==> src/rtl/mem_arb_pkg.sv <==
// Shared types and constants for the memory port arbiter.
// The timeout watchdog is built only when MEM_ARB_TIMEOUT_EN is defined.
package mem_arb_pkg;

   localparam int ADDR_W_DEF = 16;
   localparam int DATA_W_DEF = 16;
   localparam int TMO_CNT_W  = 8;
   localparam int BURST_W    = 4;

   typedef enum logic [1:0] {
      IDLE  = 2'd0,
      FETCH = 2'd1,
      DATA  = 2'd2
   } state_t;

   typedef enum logic [1:0] {
      GNT_NONE = 2'd0,
      GNT_IF   = 2'd1,
      GNT_LS   = 2'd2
   } gnt_t;

   function automatic gnt_t state_to_gnt(input state_t s);
      case (s)
         FETCH:   return GNT_IF;
         DATA:    return GNT_LS;
         default: return GNT_NONE;
      endcase
   endfunction

endpackage

==> src/rtl/mem_arb_wdog.sv <==
// Wait-state watchdog: counts cycles an access waits for ready and flags expiry
// on the TIMEOUT_CYC-th wait cycle. Instantiated only under MEM_ARB_TIMEOUT_EN.
module mem_arb_wdog
   import mem_arb_pkg::*;
#(
   parameter int TIMEOUT_CYC = 15
) (
   input  logic clk,
   input  logic rst,
   input  logic start,
   input  logic busy,
   input  logic ready,
   output logic expire
);

   logic [TMO_CNT_W-1:0] cnt_reg;

   assign expire = busy & ~ready & (cnt_reg == TMO_CNT_W'(TIMEOUT_CYC - 1));

   always_ff @(posedge clk or negedge rst) begin
      if (!rst) begin
         cnt_reg <= '0;
      end else if (start) begin
         cnt_reg <= '0;
      end else if (busy && !ready && !expire) begin
         cnt_reg <= cnt_reg + 1'b1;
      end
   end

endmodule

==> src/rtl/mem_port_arbiter.sv <==
// Arbitrates the single memory port between fetch and load/store, LS first,
// with a burst limit against fetch starvation. Optional timeout: MEM_ARB_TIMEOUT_EN.
module mem_port_arbiter
   import mem_arb_pkg::*;
#(
   parameter int ADDR_W       = ADDR_W_DEF,
   parameter int DATA_W       = DATA_W_DEF,
   parameter int MAX_LS_BURST = 4,
   parameter int TIMEOUT_CYC  = 15
) (
   input  logic              clk,
   input  logic              rst,
   input  logic              if_req,
   input  logic [ADDR_W-1:0] if_addr,
   output logic              if_done,
   output logic [DATA_W-1:0] if_rdata,
   input  logic              ls_req,
   input  logic              ls_we,
   input  logic [ADDR_W-1:0] ls_addr,
   input  logic [DATA_W-1:0] ls_wdata,
   output logic              ls_done,
   output logic [DATA_W-1:0] ls_rdata,
   output logic              mem_req,
   output logic              mem_we,
   output logic [ADDR_W-1:0] mem_addr,
   output logic [DATA_W-1:0] mem_wdata,
   input  logic [DATA_W-1:0] mem_rdata,
   input  logic              mem_ready,
   output logic              stall,
   output logic              err
);

   if (MAX_LS_BURST < 1 || MAX_LS_BURST > 15 || TIMEOUT_CYC < 1 || TIMEOUT_CYC > 255) begin : g_param_chk
      $error("mem_port_arbiter: parameter out of range");
   end

   state_t               state_reg;
   state_t               state_next;
   gnt_t                 gnt;
   logic [BURST_W-1:0]   burst_reg;
   logic                 burst_full;
   logic                 grant;
   logic                 expire;
   logic                 done_any;
   logic [DATA_W-1:0]    rdata_src;

   assign gnt        = state_to_gnt(state_reg);
   assign burst_full = (burst_reg == BURST_W'(MAX_LS_BURST));
   assign grant      = (state_reg == IDLE) && (state_next != IDLE);

`ifdef MEM_ARB_TIMEOUT_EN
   mem_arb_wdog #(
      .TIMEOUT_CYC(TIMEOUT_CYC)
   ) u_wdog (
      .clk   (clk),
      .rst   (rst),
      .start (grant),
      .busy  (mem_req),
      .ready (mem_ready),
      .expire(expire)
   );
   assign err = expire;
`else
   assign expire = 1'b0;
   assign err    = 1'b0;
`endif

   // A timed-out access completes like a normal one but returns all ones.
   assign done_any  = mem_req & (mem_ready | expire);
   assign rdata_src = mem_ready ? mem_rdata : '1;
   assign if_done   = done_any & (gnt == GNT_IF);
   assign ls_done   = done_any & (gnt == GNT_LS);
   assign if_rdata  = if_done ? rdata_src : '0;
   assign ls_rdata  = ls_done ? rdata_src : '0;
   assign stall     = rst & ((ls_req & ~ls_done) | (if_req & ~if_done));

   always_comb begin
      state_next = state_reg;
      case (state_reg)
         IDLE: begin
            if (ls_req && !(if_req && burst_full)) begin
               state_next = DATA;
            end else if (if_req) begin
               state_next = FETCH;
            end
         end
         FETCH, DATA: begin
            if (done_any) begin
               state_next = IDLE;
            end
         end
         default: state_next = IDLE;
      endcase
   end

   always_ff @(posedge clk or negedge rst) begin
      if (!rst) begin
         state_reg <= IDLE;
         burst_reg <= '0;
         mem_req   <= 1'b0;
         mem_we    <= 1'b0;
         mem_addr  <= '0;
         mem_wdata <= '0;
      end else begin
         state_reg <= state_next;
         if (grant && state_next == DATA) begin
            mem_req   <= 1'b1;
            mem_we    <= ls_we;
            mem_addr  <= ls_addr;
            mem_wdata <= ls_wdata;
         end else if (grant) begin
            mem_req   <= 1'b1;
            mem_we    <= 1'b0;
            mem_addr  <= if_addr;
            mem_wdata <= '0;
         end else if (done_any) begin
            mem_req   <= 1'b0;
         end
         if (!if_req || if_done) begin
            burst_reg <= '0;
         end else if (ls_done && !burst_full) begin
            burst_reg <= burst_reg + 1'b1;
         end
      end
   end

endmodule
==> config.mk <==
export PLATFORM = sky130hd
export DESIGN_NAME = mem_port_arbiter
export DESIGN_NICKNAME = d
export VERILOG_FILES = /design/src/rtl/mem_arb_pkg.sv /design/src/rtl/mem_arb_wdog.sv /design/src/rtl/mem_port_arbiter.sv
export SDC_FILE = /design/constraint.sdc
export NUM_CORES = 1
export LEC_CHECK = 0
export CAP_MARGIN = 30
export CORE_ASPECT_RATIO = 0.9
export CORE_MARGIN = 4
export CORE_UTILIZATION = 33
export DETAILED_ROUTE_END_ITERATION = 10
export GPL_ROUTABILITY_DRIVEN = 0
export PLACE_DENSITY = 0.77
export SYNTH_ARGS = -nofsm -noshare
export SYNTH_HDL_FRONTEND = slang
export SYNTH_SLANG_ARGS = --single-unit
==> constraint.sdc <==
create_clock -name clk -period 2 [get_ports clk]
set_input_delay 0.3 -clock clk [delete_from_list [all_inputs] [get_ports clk]]
set_output_delay 0.3 -clock clk [all_outputs]
set_load 0.02 [all_outputs]
* Word level (Yosys, flattened, before mapping)
Index checks and enable logic that the tools add are counted.
Word-level totals: bits in registers 40, input bits 70, word-level logic and storage cells 56
Cells by class: add/subtract/negate cells 1, equality and inequality tests 6, mux-type cells 19, bitwise operators 9, reductions and logical operators 15
Operators by type and width (count):
- 16-bit two-way mux | 7
- 4-bit two-way mux | 2
- 2-bit one-hot mux with 2 select lines | 2
- 1-bit AND | 6
- 2-bit == test, second input constant | 3
- 2-bit two-way mux | 3
- 2-bit nonzero test | 3
- 1-bit logical AND | 5
- 1-bit two-way mux | 5
- 4-bit by 1-bit adder with 4-bit output, second input constant | 1
- 2-bit by 1-bit == test with 1-bit output, second input constant | 2
- 4-bit by 3-bit == test with 1-bit output, second input constant | 1
- 1-bit zero test | 3
- 3-bit nonzero test | 1
- 2-bit zero test | 1
- 1-bit inverter | 2
- 2-bit OR reduction | 1
- 1-bit logical OR | 1
- 1-bit bitwise OR | 1

* Logic depth before layout (Yosys ltp)
depth after elaboration 10, mapped depth 8

* Least setup slack after synthesis
Ideal clock, no wire load.
path kind reg2reg, start register state_reg[0], end register mem_wdata[10], setup time 121 ps, data arrival time 1802 ps, required time 1879 ps, slack 77 ps, stages on the path, launching flop included 9, period minus slack after synthesis 1923 ps, cells stage by stage dfrtp_1 inv_1 ha_1 a21boi_2 o21ai_1 a41o_1 buf_6 buf_6 a22o_1
On the way: longest elaborated chain between the ends 7, elaborated cells between the ends (all ways) 14, those cells by class eq/ne: 3; mux: 5; reduce/logical: 6
Ends and longest elaborated chain:
- start, declared | RTL line mem_port_arbiter.sv:37 | state_t state_reg;
- start signal, assigned | RTL line mem_port_arbiter.sv:105 | state_reg <= state_next;
- 2-bit by 1-bit == test with 1-bit output, or another cell as far along | RTL line mem_port_arbiter.sv:79 | case (state_reg)
- 2-bit OR reduction or 2-bit two-way mux (tied branches) | RTL line mem_port_arbiter.sv:79, mem_port_arbiter.sv:81
- 2-bit one-hot mux with 2 select lines | RTL line mem_port_arbiter.sv:79
- 2-bit nonzero test | RTL line mem_port_arbiter.sv:49 | assign grant = (state_reg == IDLE) && (state_next != IDLE);
- 1-bit logical AND | RTL line mem_port_arbiter.sv:49
- 1-bit logical AND | RTL line mem_port_arbiter.sv:106 | if (grant && state_next == DATA) begin
- 16-bit two-way mux or 2-bit nonzero test (tied branches)
- end signal, assigned | RTL line mem_port_arbiter.sv:110 | mem_wdata <= ls_wdata;
- end, declared | RTL line mem_port_arbiter.sv:26 | output logic [DATA_W-1:0] mem_wdata,
Several ways; a longest one is shown, not always the timed one. A chain may end at the register's enable or synchronous reset.

* Final worst setup path
start register state_reg[0], end output ls_done
On the way: longest elaborated chain between the ends 4, elaborated cells between the ends (all ways) 5, those cells by class eq/ne: 3; mux: 1; bitwise: 1
Ends and longest elaborated chain:
- 2-bit == test or 2-bit by 1-bit == test with 1-bit output (tied branches) | RTL line mem_arb_pkg.sv:23 | case (s)
- 2-bit one-hot mux with 2 select lines * | RTL line mem_arb_pkg.sv:23
- 2-bit == test * | RTL line mem_port_arbiter.sv:72 | assign ls_done = done_any & (gnt == GNT_LS);
- 1-bit AND * | RTL line mem_port_arbiter.sv:72
- end, declared | RTL line mem_port_arbiter.sv:21 | output logic ls_done,
Every way passes the cells marked *; elsewhere a longest branch is shown, timed or not.

==> impl_metrics.tcl <==
set metrics [dict create \
    status "completed" \
    finalCritPeriodShare_pct 96.8 \
    yosysTopAreaCellShare_pct 46.9 \
    hold_class "primary input to asynchronous set/reset pin" \
    path_class "flop to output port" \
    synth.area.top_cells "dfrtp_1 (47%), and2_1 (9.7%), inv_1 (9.5%)" \
    via_per_inst 4.52 \
    die_w_um 92.8 \
    grt_pass1_vias 2196 \
    track_usage_pct 16.3 \
    nNetsFinal 450 \
    antenna_found_initial 0 \
    reg2reg_depth 8 \
    root_buffer "clkbuf_8" \
    rrSetupSlack_ns 0.09 \
    synth_seq_cells 40 \
    cellLeakagePower_nw 1.92 \
    num_rows 27 \
    min_period_ns 1.94 \
    cp-start-kind "flop" \
    drive_gt1_share_pct 20.5 \
    h-tree-depth 2 \
    synth_top_area_cell "dfrtp_1" \
    power_density_nw_per_um2 1380 \
    synthTopCellsByCount "inv_1 (54), dfrtp_1 (40), and2_1 (33)" \
    max-slew-margin-rel_pct 66.3 \
    worstPathArrival_ns 1.64 \
    clock_latency_ns 0.28 \
    die_area_um2 7820 \
    finalMaxSlewViolations 0 \
    regArea_um2 1000 \
    gr-total-overflow 0 \
    hold_buffers 0 \
    setup_viol 0 \
    vias 2087 \
    route.detailed.drc 0 \
    clkSinkCount 40 \
    fmax_mhz 516 \
    wirelength_mm 6.73 \
    ios 140 \
    r2r_end "mem_addr[15]" \
    ant_nets 0 \
    drtIter0Drc 79 \
    synthCells 217 \
    clkTransAtPathRegs_ns 0.07 \
    wl_per_cell_um 14.6 \
    fillers 592 \
    multiInputGateArea_um2 888 \
    clock_skew_ns 0.00697 \
    syn_area_um2 2140 \
    ys_warn_count 0 \
    total_power_w 0.00522 \
    dp_cells 450 \
    grt_max_degree 41 \
    cts_made_buffers 5 \
    start_util_pct 34.4 \
    instances_no_fill 462 \
    syn_to_final_growth_pct 77.2 \
    hold_viol_final 0 \
    ys.flop_type "dfrtp_1" \
    die_y_um 84.3 \
    yosysMostFrequentCell "inv_1" \
    cts_tree "done" \
    async_flop_share_pct 100 \
    diodes 0 \
    grt_pass1_wl_mm 10.4 \
    crit_chain "inv_2 > ha_1 > and3_1 > buf_6 > dlygate4sd2_1" \
    synth.net_count 293 \
    path_max_fanout 11 \
    rsz0062_at_grt "true" \
    synth_area_per_cell_um2 9.84 \
    crit_slowest_cell "dfrtp_1" \
    vdd_drop_max_uv 705 \
    rr_startpoint "state_reg[0]" \
    core_region_area_um2 6220 \
    clock_path_buffers 2 \
    crit_required_ns 1.70 \
    crit_path_max_incr_delay_ns 0.41 \
    seq_area_frac_synth_pct 46.9 \
    synthDistinctLibCells 28 \
    drv_cap 0 \
    synth_edf_count 0 \
    tightestPinTransition_ns 0.505 \
    dp_hpwl_mm 5.04 \
    crit_path_end_kind "output port" \
    drtPass1Iterations 5 \
    port_buffers 138 \
]
==> area by class of cell <==
class,instances,area share (%)
clock buffer,6,1.92
multi-input combinational,110,23.5
timing repair buffer,163,39.0
clock inverter,2,0.926
tap,87,2.88
sequential,40,26.5
inverter,54,5.36
==> worst max-delay path by stage <==
stage	from	slack (ns)	endpoint	cells after the start
6_report	state_reg[0]	0.06	ls_done	5
5_1_grt	state_reg[0]	-0.03	mem_addr[1]	7
4_1_cts	state_reg[0]	0.0002	if_rdata[11]	5
3_5_place_dp	mem_ready	-0.26	ls_rdata[13]	5
3_3_place_gp	mem_ready	-0.16	ls_rdata[13]	5
2_1_floorplan	state_reg[0]	0.08	mem_wdata[10]	8
==> where the power goes <==
group	internal [W]	switching, W
clock network	0.000370	0.000266
registers	0.00118	0.000209
logic	0.00166	0.00154
total	0.00321	0.00201
==> per-layer routing <==
layer	track usage, %	share of wire [%]	vias up
met4	4.13	0.82	0
met2	27.4	46	112
met1	20.2	43	942
li1	-	-	1027
met3	5.11	9.8	6
met5	0	0	-
==> placed cells by master, fill, tap and decap left out, types with 2 or more instances in the layout <==
cell	n
ha_1	4
o21ai_1	3
o21ai_2	2
dfrtp_1	40
nor2b_1	2
nand3_1	3
buf_6	5
nand2_1	4
clkdlybuf4s50_1	102
buf_12	3
dlygate4sd2_1	2
clkbuf_2	13
xor2_1	2
buf_4	18
inv_1	53
a222oi_1	16
and3_1	2
and2_1	33
buf_2	19
a22o_1	17
clkbuf_8	5
nor2_1	3
a21oi_1	5
==> kinds of logic after synthesis <==
group	Yosys count	share of synthesized area, %
compound gates	48	20.0
xor+xnor	3	1.23
other cells	1	0.176
fa+ha+maj	6	3.51
flops	40	46.9
simple gates	52	14.4
buf+inv	67	13.8
==> repair_timing <==
action,in CTS,in global routing
endpoints found under the setup margin,35,54
gates resized for setup,105,36
gates cloned,0,2
buffers inserted,0,2
pin swaps,0,6
hold endpoints to repair,0,0
==> critical path: cells and delay by family, from the launching register on <==
family,cells,cell delay (ns)
buf+inv,3,0.58
flops,1,0.41
simple gates,1,0.21
fa+ha+maj,1,0.16
==> stage by stage <==
step	instance area (um2)	worst slack [ns]	util, %	hold slack, ns	setup TNS [ns]
floorplan	2140	0.0771	-	0.00441	0
global placement	3720	-0.162	59.9	0.425	-5.00
detailed placement	3720	-0.261	59.9	0.426	-7.63
CTS	3750	0.000168	60.3	0.106	0
global route	3780	-0.0294	60.9	0.115	-0.159
finish	3780	0.0632	60.9	0.0820	0
Power figures use the tool's default switching activity.
